===== config.mk =====
export PLATFORM = sky130hd
export DESIGN_NAME = pipe_stage_reg
export DESIGN_NICKNAME = d
export VERILOG_FILES = /design/src/rtl/pipe_pkg.sv /design/src/rtl/pipe_sat_cnt.sv /design/src/rtl/pipe_stage_reg.sv
export SDC_FILE = /design/constraint.sdc
export NUM_CORES = 1
export LEC_CHECK = 0
export CORE_ASPECT_RATIO = 0.8
export CORE_MARGIN = 1
export CORE_UTILIZATION = 38
export CTS_CLUSTER_DIAMETER = 60
export DETAILED_ROUTE_END_ITERATION = 12
export PLACE_DENSITY = 0.84
export SYNTH_ARGS = -nofsm -noshare
export SYNTH_HDL_FRONTEND = slang
export SYNTH_SLANG_ARGS = --single-unit

===== constraint.sdc =====
create_clock -name clk -period 1.8 [get_ports clk]
set_input_delay 0.27 -clock clk [delete_from_list [all_inputs] [get_ports clk]]
set_output_delay 0.27 -clock clk [all_outputs]
set_load 0.005 [all_outputs]

===== src/rtl/pipe_pkg.sv =====
// Shared types and constants for the inter-stage pipeline registers.
// Includes the D/E payload field layout used to pack and unpack the opaque bus.
package pipe_pkg;

    typedef enum logic [1:0] {
        ST_EMPTY = 2'd0,
        ST_ONE   = 2'd1,
        ST_TWO   = 2'd2
    } pipe_state_e;

    localparam int PIPE_DATA_W_DEF = 32;
    localparam int PIPE_CNT_W_DEF  = 16;

    // D/E boundary payload, LSB first: S, WBA, PC8, EXT, RT, RS, INSTR
    localparam int DE_S_W     = 32;
    localparam int DE_WBA_W   = 5;
    localparam int DE_PC8_W   = 32;
    localparam int DE_EXT_W   = 32;
    localparam int DE_RT_W    = 32;
    localparam int DE_RS_W    = 32;
    localparam int DE_INSTR_W = 32;

    localparam int DE_S_LSB     = 0;
    localparam int DE_WBA_LSB   = DE_S_LSB + DE_S_W;
    localparam int DE_PC8_LSB   = DE_WBA_LSB + DE_WBA_W;
    localparam int DE_EXT_LSB   = DE_PC8_LSB + DE_PC8_W;
    localparam int DE_RT_LSB    = DE_EXT_LSB + DE_EXT_W;
    localparam int DE_RS_LSB    = DE_RT_LSB + DE_RT_W;
    localparam int DE_INSTR_LSB = DE_RS_LSB + DE_RS_W;
    localparam int DE_W         = DE_INSTR_LSB + DE_INSTR_W;

    typedef struct packed {
        logic [DE_INSTR_W-1:0] instr;
        logic [DE_RS_W-1:0]    rs;
        logic [DE_RT_W-1:0]    rt;
        logic [DE_EXT_W-1:0]   ext;
        logic [DE_PC8_W-1:0]   pc8;
        logic [DE_WBA_W-1:0]   wba;
        logic [DE_S_W-1:0]     s;
    } de_fields_t;

    function automatic logic [DE_W-1:0] de_pack(input de_fields_t f);
        return f;
    endfunction

    function automatic de_fields_t de_unpack(input logic [DE_W-1:0] bus);
        return bus;
    endfunction

endpackage


===== src/rtl/pipe_sat_cnt.sv =====
// Saturating up-counter with synchronous clear; clear wins over increment.
module pipe_sat_cnt #(
    parameter int W = 16
) (
    input  logic         clk,
    input  logic         rst_n,
    input  logic         inc_i,
    input  logic         clr_i,
    output logic [W-1:0] cnt_o
);

    logic [W-1:0] cnt_q, cnt_d;

    always_comb begin
        cnt_d = cnt_q;
        if (clr_i) begin
            cnt_d = '0;
        end else if (inc_i && (cnt_q != {W{1'b1}})) begin
            cnt_d = cnt_q + W'(1);
        end
    end

    always_ff @(posedge clk or negedge rst_n) begin
        if (!rst_n) begin
            cnt_q <= '0;
        end else begin
            cnt_q <= cnt_d;
        end
    end

    assign cnt_o = cnt_q;

endmodule


===== src/rtl/pipe_stage_reg.sv =====
// Inter-stage pipeline register: valid/ready handshake, hold, flush, bubble zeroing,
// saturating backpressure counter. Define PIPE_STAGE_REG_SKID_EN for a registered-ready skid buffer.
module pipe_stage_reg
    import pipe_pkg::*;
#(
    parameter int DATA_W         = PIPE_DATA_W_DEF,
    parameter bit ZERO_ON_BUBBLE = 1'b1,
    parameter int CNT_W          = PIPE_CNT_W_DEF
) (
    input  logic              clk,
    input  logic              rst_n,
    input  logic              flush,
    input  logic              hold,
    input  logic              in_valid,
    output logic              in_ready,
    input  logic [DATA_W-1:0] in_data,
    output logic              out_valid,
    input  logic              out_ready,
    output logic [DATA_W-1:0] out_data,
    input  logic              cnt_clr,
    output logic [CNT_W-1:0]  stall_cnt
);

    logic              accept;
    logic              consume;
    logic [DATA_W-1:0] main_q, main_d;

    assign accept   = in_valid && in_ready;
    assign consume  = out_valid && out_ready && !hold;
    assign out_data = main_q;

`ifdef PIPE_STAGE_REG_SKID_EN
    pipe_state_e       state_q, state_d;
    logic [DATA_W-1:0] skid_q, skid_d;
    logic              rdy_q, rdy_d;

    // Ready comes from a flop so out_ready never reaches in_ready combinationally.
    assign out_valid = (state_q != ST_EMPTY);
    assign in_ready  = rdy_q && !hold;

    always_comb begin
        state_d = state_q;
        main_d  = main_q;
        skid_d  = skid_q;
        rdy_d   = rdy_q;
        if (flush) begin
            state_d = ST_EMPTY;
            main_d  = '0;
            skid_d  = '0;
            rdy_d   = 1'b1;
        end else if (!hold) begin
            unique case (state_q)
                ST_EMPTY: begin
                    if (accept) begin
                        state_d = ST_ONE;
                        main_d  = in_data;
                    end
                end
                ST_ONE: begin
                    if (accept && consume) begin
                        main_d = in_data;
                    end else if (accept) begin
                        state_d = ST_TWO;
                        skid_d  = in_data;
                    end else if (consume) begin
                        state_d = ST_EMPTY;
                        if (ZERO_ON_BUBBLE) main_d = '0;
                    end
                end
                ST_TWO: begin
                    if (consume) begin
                        state_d = ST_ONE;
                        main_d  = skid_q;
                        skid_d  = '0;
                    end
                end
                default: state_d = ST_EMPTY;
            endcase
            rdy_d = (state_d != ST_TWO);
        end
    end

    always_ff @(posedge clk or negedge rst_n) begin
        if (!rst_n) begin
            state_q <= ST_EMPTY;
            main_q  <= '0;
            skid_q  <= '0;
            rdy_q   <= 1'b0;
        end else begin
            state_q <= state_d;
            main_q  <= main_d;
            skid_q  <= skid_d;
            rdy_q   <= rdy_d;
        end
    end
`else
    logic valid_q, valid_d;

    assign out_valid = valid_q;
    assign in_ready  = !hold && (out_ready || !valid_q);

    always_comb begin
        valid_d = valid_q;
        main_d  = main_q;
        if (flush) begin
            valid_d = 1'b0;
            main_d  = '0;
        end else if (!hold) begin
            if (accept) begin
                valid_d = 1'b1;
                main_d  = in_data;
            end else if (consume) begin
                valid_d = 1'b0;
                if (ZERO_ON_BUBBLE) main_d = '0;
            end
        end
    end

    always_ff @(posedge clk or negedge rst_n) begin
        if (!rst_n) begin
            valid_q <= 1'b0;
            main_q  <= '0;
        end else begin
            valid_q <= valid_d;
            main_q  <= main_d;
        end
    end
`endif

    pipe_sat_cnt #(
        .W(CNT_W)
    ) u_stall_cnt (
        .clk  (clk),
        .rst_n(rst_n),
        .inc_i(out_valid && !out_ready && !hold),
        .clr_i(cnt_clr),
        .cnt_o(stall_cnt)
    );

endmodule


==> impl_metrics.py, run 1 <==
metrics = {
    "die": {
        "io_pins": 89,
        "floorplan.initialDensity": 0.405,
        "coreArea_um2": 5150,
        "die_height_um": 68.3,
        "die-area_um2": 5790,
        "die_x_um": 84.9,
        "row_count": 23,
    },
    "status": {
        "violations": "design-rule violations, negative setup slack",
        "status": "complete, but fails checks",
    },
    "yosys": {
        "ys_async_sr_fraction": 1.00,
        "syn_nets": 213,
        "yosysMostFrequentCell": "dfrtp_1",
        "synth.yosys.seq_area_share": 0.588,
        "ys_types": 37,
        "synth_area_leaders": "dfrtp_1 (59%), a22o_1 (13%), a21oi_1 (3.4%), o31ai_1 (2.2%), or4_1 (2.2%)",
        "synth_top_cell_area_share": 0.588,
        "synth_cells": 173,
        "yosysTopAreaCell": "dfrtp_1",
        "synth_ff_type": "dfrtp_1",
        "synth_edf_count": 0,
        "ys_warn_count": 0,
        "syn_area_um2": 2090,
        "ys_ff_latch": 49,
        "syn_avg_cell_area_um2": 12.1,
        "synth_common_cells": "dfrtp_1 (49), a22o_1 (32), a21oi_1 (14)",
    },
    "critical_path": {
        "cp_slowest_cell": "or4b_4",
        "cp_common_cell": "buf_4",
        "worst-path-stages": 6,
        "crit_arrival_ns": 1.99,
        "cp_max_fo": 3,
        "crit_required_ns": 1.99,
        "timing.rr.end": "u_stall_cnt.cnt_o[14]",
        "rr_startpoint": "u_stall_cnt.cnt_o[5]",
        "worstSetupEndpointType": "flip-flop",
        "slowest_delay_ns": 0.54,
        "worstRegToRegCells": 6,
        "worst-path-buf-inv": 2,
        "cpLargestDelayFamily": "simple AND/OR/NAND/NOR gates",
        "rrSetupSlack_ns": -0.008,
        "crit_path_start_kind": "flip-flop",
        "path_class": "flip-flop to flip-flop",
        "path_cells": "nand3_2 > buf_4 > or4b_4 > buf_4 > o31ai_1 > a21oi_2",
    },
    "clock_tree": {
        "cts_buffers": 5,
        "cts_tree": "yes",
        "path_clk_slew_ns": 0.09,
        "cts.path.max_buffers": 2,
        "htreeDepth": 2,
        "cts.sinks": 49,
        "clk_latency_ns": 0.30,
        "cts_root_buf": "clkbuf_8",
    },
    "sta": {
        "relSlewSlack": 0.626,
        "rsz0062_at_grt": "true",
        "worst_pin_slew_ns": 0.561,
        "setup_slack_ns": -0.00813,
        "finalSetupViolations": 2,
        "finalClockSkew_ns": 0.00787,
        "finalWorstPathRequiredPeriod_ns": 1.81,
        "setup_tns_ns": -0.0131,
        "hold_viol": 0,
        "maxClockFrequency_ghz": 0.553,
        "finalCritPeriodShare": 1.00,
        "drv_slew": 0,
    },
    "route": {
        "finalWirelength_mm": 5.91,
        "drc_errors": 4,
        "via_per_inst": 5.28,
        "vias": 1974,
        "detail_route.first_pass.iterations": 9,
        "antenna_left": 0,
        "top_layer_used": "met4",
        "met1Wirelength_mm": 2.63,
        "drt-initial-drc-count": 95,
        "wl_per_cell_um": 15.8,
        "route.met2.wl_mm": 2.83,
        "wl_met3_um": 391,
    },
    "placed_design": {
        "hpwl_mm": 4.17,
        "place.gp.congestion": 0.818,
        "place_area_um2": 3320,
        "port_buffers": 88,
    },
    "power_and_ir_drop": {
        "ir_drop_uv": 358,
        "static-leakage-power_nw": 1.57,
        "p_per_area_nw_per_um2": 585,
    },
    "global_routing": {
        "grt_usage": 0.212,
        "grt_pass1_wl_mm": 9.47,
        "grt_max_degree": 26,
        "grt.overflow.total": 0,
        "grt_pass1_vias": 1976,
        "antenna_found_initial": 1,
    },
    "finish": {
        "syn_to_final_growth_pct": 71.3,
        "fillers": 395,
        "multi_input_area_um2": 876,
        "design_area_um2": 3570,
        "drive_gt1_frac": 0.254,
        "post-route-util": 0.694,
        "layout.nets": 350,
        "register_area_um2": 1230,
    },
    "run": {
        "cap_violations": 0,
    },
    "hold_path": {
        "hp-class": "primary input to async pin",
    },
}
[through the flow]
step           instances  hold WS [ns]  total power [mW]  worst slack, ns
2_1_floorplan        173       -0.0256              1.25           0.0106
3_3_place_gp         351         0.280              1.47           -0.261
3_5_place_dp         351         0.294              1.48           -0.374
4_1_cts              364         0.514              2.11          0.00518
5_1_grt              374         0.528              2.19           -0.104
6_report             374         0.497              2.09         -0.00813
[state kept, by name, summed over array words and instances, names as in the netlist]
signal,flops
out_valid,1
u_stall_cnt.cnt_o,16
out_data,32
[layer usage]
metal | GRT usage | vias up
met3 | 0.0663 | 7
met2 | 0.337 | 71
met4 | 0.0636 | 0
met1 | 0.281 | 959
met5 | 0 | -
li1 | - | 937
[worst max path at each step]
| stage | from | to | slack [ns] |
|---|---|---|---|
| 3_5_place_dp | out_ready | u_stall_cnt.cnt_o[13] | -0.37 |
| 4_1_cts | u_stall_cnt.cnt_o[0] | u_stall_cnt.cnt_o[1] | 0.005 |
| 5_1_grt | out_valid | u_stall_cnt.cnt_o[9] | -0.10 |
| 3_3_place_gp | hold | u_stall_cnt.cnt_o[14] | -0.26 |
| 6_report | u_stall_cnt.cnt_o[5] | u_stall_cnt.cnt_o[14] | -0.008 |
| 2_1_floorplan | out_valid | u_stall_cnt.cnt_o[14] | 0.01 |
[report_power, final]
group          internal [mW]  switching [mW]  total, mW
clock                  0.275           0.349      0.625
sequential              1.14          0.0213       1.16
combinational          0.196           0.111      0.308
total                   1.61           0.482       2.09
[cell usage in the layout (no fill, tap or decap), types with 3 or more instances in the layout]
master and instances:
a21oi_2 3, nand3_1 5, clkdlybuf4s50_1 84, or3_1 5, dfrtp_1 49, inv_1 3
o21ai_0 6, nand4_1 3, clkbuf_8 5, o31ai_1 6, a21oi_1 11, nor2_1 4
buf_4 48, or4_1 4, a22o_1 32, nand2_1 6
[layout make-up]
| type | instances | share of cell area |
|---|---|---|
| timing repair buffer | 140 | 0.363 |
| sequential | 49 | 0.343 |
| inverter | 3 | 0.00315 |
| clock inverter | 1 | 0.00210 |
| clock buffer | 7 | 0.0214 |
| antenna | 1 | 0.000700 |
| tap | 62 | 0.0217 |
| multi-input combinational | 111 | 0.245 |
[repair_timing]
action                                  4_1_cts  5_1_grt
cloned                                        0        0
hold endpoints to repair                     23        0
setup buffers                                 5        9
gates resized for setup                       6       12
pin swaps                                     6        9
hold buffers                                  1        0
endpoints found under the setup margin        5       16
[kinds of logic (layout without fill, tap and decap cells)]
kind of cell / Yosys count / in the layout / synth area share
flops: 49 / 49 / 0.588
simple gates: 46 / 46 / 0.145
xor+xnor: 1 / 1 / 0.00420
buf+inv: 13 / 151 / 0.0282
mux: 2 / 2 / 0.0102
other cells: 0 / 1 / 0
compound gates: 61 / 61 / 0.219
fa+ha+maj: 1 / 1 / 0.00599
Power figures use the tool's default switching activity.
==> run 2: changes to the inputs <==
- TNS_END_PERCENT: not set -> 30
==> run 2 against run 1 <==
  * The flow still finishes with violations (design-rule violations, negative setup slack)
  * Power is 0.20% higher
  * Sequential power hardly changed
  * Via count is 0.51% higher
  * Clock power is 0.6% higher
  * Hold slack better by 0.00057 ns
  * Core utilization is 0.41 points higher
  * Die area stayed put
  * Combinational power hardly changed
  * Non-clock buffer count is 3 higher
  * Sequential cell count stayed put
  * Critical path depth is 1 lower
  * Sequential share of layout area is 0.20 points lower
==> impl_metrics.py, run 2 (same netlist as run 1, synthesis figures left out) <==
metrics = {
    "finish": {
        "post-route-util": 0.698,
        "fin_cells": 377,
        "layout_common_cells": "clkdlybuf4s50_1 (84), buf_4 (51), dfrtp_1 (49)",
        "layout.nets": 353,
        "largest_register_ffs": 32,
        "syn_to_final_growth_pct": 72.3,
        "drive_gt1_frac": 0.258,
        "layout_commonest_cell": "clkdlybuf4s50_1",
        "fillers": 391,
    },
    "global_routing": {
        "grt_pass1_vias": 1972,
        "grt_max_degree": 26,
        "grt_pass1_wl_mm": 9.47,
        "grt.overflow.total": 0,
        "grt_usage": 0.212,
        "antenna_found_initial": 1,
    },
    "die": {
        "io_pins": 89,
        "coreArea_um2": 5150,
        "die_x_um": 84.9,
        "row_count": 23,
        "floorplan.initialDensity": 0.405,
        "die_height_um": 68.3,
        "die-area_um2": 5790,
    },
    "critical_path": {
        "cpLargestDelayFamily": "simple AND/OR/NAND/NOR gates",
        "path_class": "flip-flop to flip-flop",
        "worst-path-stages": 5,
        "slowest_delay_ns": 0.49,
        "worstRegToRegCells": 5,
        "path_cells": "nand4_4 > buf_6 > or4b_4 > or4_4 > a21oi_2",
        "crit_required_ns": 2.04,
        "cp_max_fo": 4,
        "worstSetupEndpointType": "flip-flop",
        "crit_path_start_kind": "flip-flop",
        "rrSetupSlack_ns": -0.02,
        "crit_arrival_ns": 2.06,
        "cp_slowest_cell": "or4b_4",
        "worst-path-buf-inv": 1,
        "rr_startpoint": "u_stall_cnt.cnt_o[11]",
        "timing.rr.end": "u_stall_cnt.cnt_o[14]",
    },
    "status": {
        "status": "complete, but fails checks",
        "violations": "design-rule violations, negative setup slack",
    },
    "route": {
        "drc_errors": 4,
        "via_per_inst": 5.26,
        "drt-initial-drc-count": 74,
        "wl_per_cell_um": 15.7,
        "vias": 1984,
        "detail_route.first_pass.iterations": 8,
        "antenna_left": 0,
        "finalWirelength_mm": 5.93,
    },
    "sta": {
        "rsz0062_at_grt": "true",
        "finalClockSkew_ns": 0.0107,
        "relSlewSlack": 0.620,
        "worst_pin_slew_ns": 0.571,
        "drv_slew": 0,
        "finalWorstPathRequiredPeriod_ns": 1.82,
        "maxClockFrequency_ghz": 0.548,
        "finalSetupViolations": 1,
        "setup_tns_ns": -0.0246,
        "hold_viol": 0,
        "setup_slack_ns": -0.0246,
        "finalCritPeriodShare": 1.01,
    },
    "clock_tree": {
        "cts.path.max_buffers": 2,
        "htreeDepth": 2,
        "cts_root_buf": "clkbuf_8",
        "cts.sinks": 49,
        "path_clk_slew_ns": 0.09,
        "clk_latency_ns": 0.30,
        "cts_buffers": 5,
        "cts_tree": "yes",
    },
    "power_and_ir_drop": {
        "static-leakage-power_nw": 1.59,
        "p_per_area_nw_per_um2": 582,
        "ir_drop_uv": 356,
    },
    "placed_design": {
        "dpl.cell_count": 351,
        "port_buffers": 88,
        "hpwl_mm": 4.17,
        "place.gp.congestion": 0.818,
    },
    "run": {
        "cap_violations": 0,
    },
    "hold_path": {
        "hp-class": "primary input to async pin",
    },
}
run 2: changes by cell type in the layout (fill, tap and decap cells not counted), sizes merged:
cell,before,now
buf,52,55
dlygate4sd2,2,1
dlymetal6s2s,1,2
run 2: what timing repair did:
item	in CTS	in global routing
endpoints found under the hold margin	23	0
pin swaps	4	12
hold buffers	1	0
setup endpoints to repair	5	16
resized for setup	6	11
setup buffers	2	14
run 2: through the flow:
step	worst slack [ns]	hold WS (ns)	total power, mW	area, um2
global placement	-0.261	0.280	1.47	3320
finish	-0.0246	0.498	2.09	3600
floorplan	0.0106	-0.0256	1.25	2100
global route	-0.102	0.528	2.19	3600
detailed placement	-0.374	0.294	1.48	3320
CTS	-0.0306	0.514	2.11	3450
run 2: cell type report:
cell class              count  area, um2  share of cell area
clock inverters             1       7.51             0.00209
well taps                  62       77.6              0.0216
clock buffers               7       76.3              0.0212
diodes                      1       2.50            0.000696
inverters                   3       11.3             0.00313
multi-input cells         111        871               0.242
repair buffers            143       1320               0.368
flip-flops and latches     49       1230               0.341
run 2: power by group:
| part | total (mW) | switching, mW | internal, mW |
|---|---|---|---|
| combinational | 0.307 | 0.111 | 0.196 |
| sequential | 1.16 | 0.0214 | 1.14 |
| clock | 0.629 | 0.354 | 0.276 |
run 2: layer usage:
layer,wire length [um],GRT usage,vias to the layer above,share of wire
li1,-,-,940,-
met1,2620,0.283,961,0.44
met2,2850,0.333,76,0.48
met3,391,0.0663,7,0.066
met4,56,0.0636,0,0.0095
met5,0,0,-,0
run 2: worst max path at each step:
stage                          startpoint                    end
floorplan                       out_valid  u_stall_cnt.cnt_o[14]
global placement                     hold  u_stall_cnt.cnt_o[14]
detailed placement              out_ready  u_stall_cnt.cnt_o[13]
CTS                  u_stall_cnt.cnt_o[9]  u_stall_cnt.cnt_o[14]
global route         u_stall_cnt.cnt_o[0]  u_stall_cnt.cnt_o[15]
finish              u_stall_cnt.cnt_o[11]  u_stall_cnt.cnt_o[14]
run 2: worst reg2reg max path, cell delays in order, from the launching register on:
cell and delay, ns:
dfrtp_1 0.44, nand4_4 0.13, buf_6 0.14, or4b_4 0.49
or4_4 0.43, a21oi_2 0.13
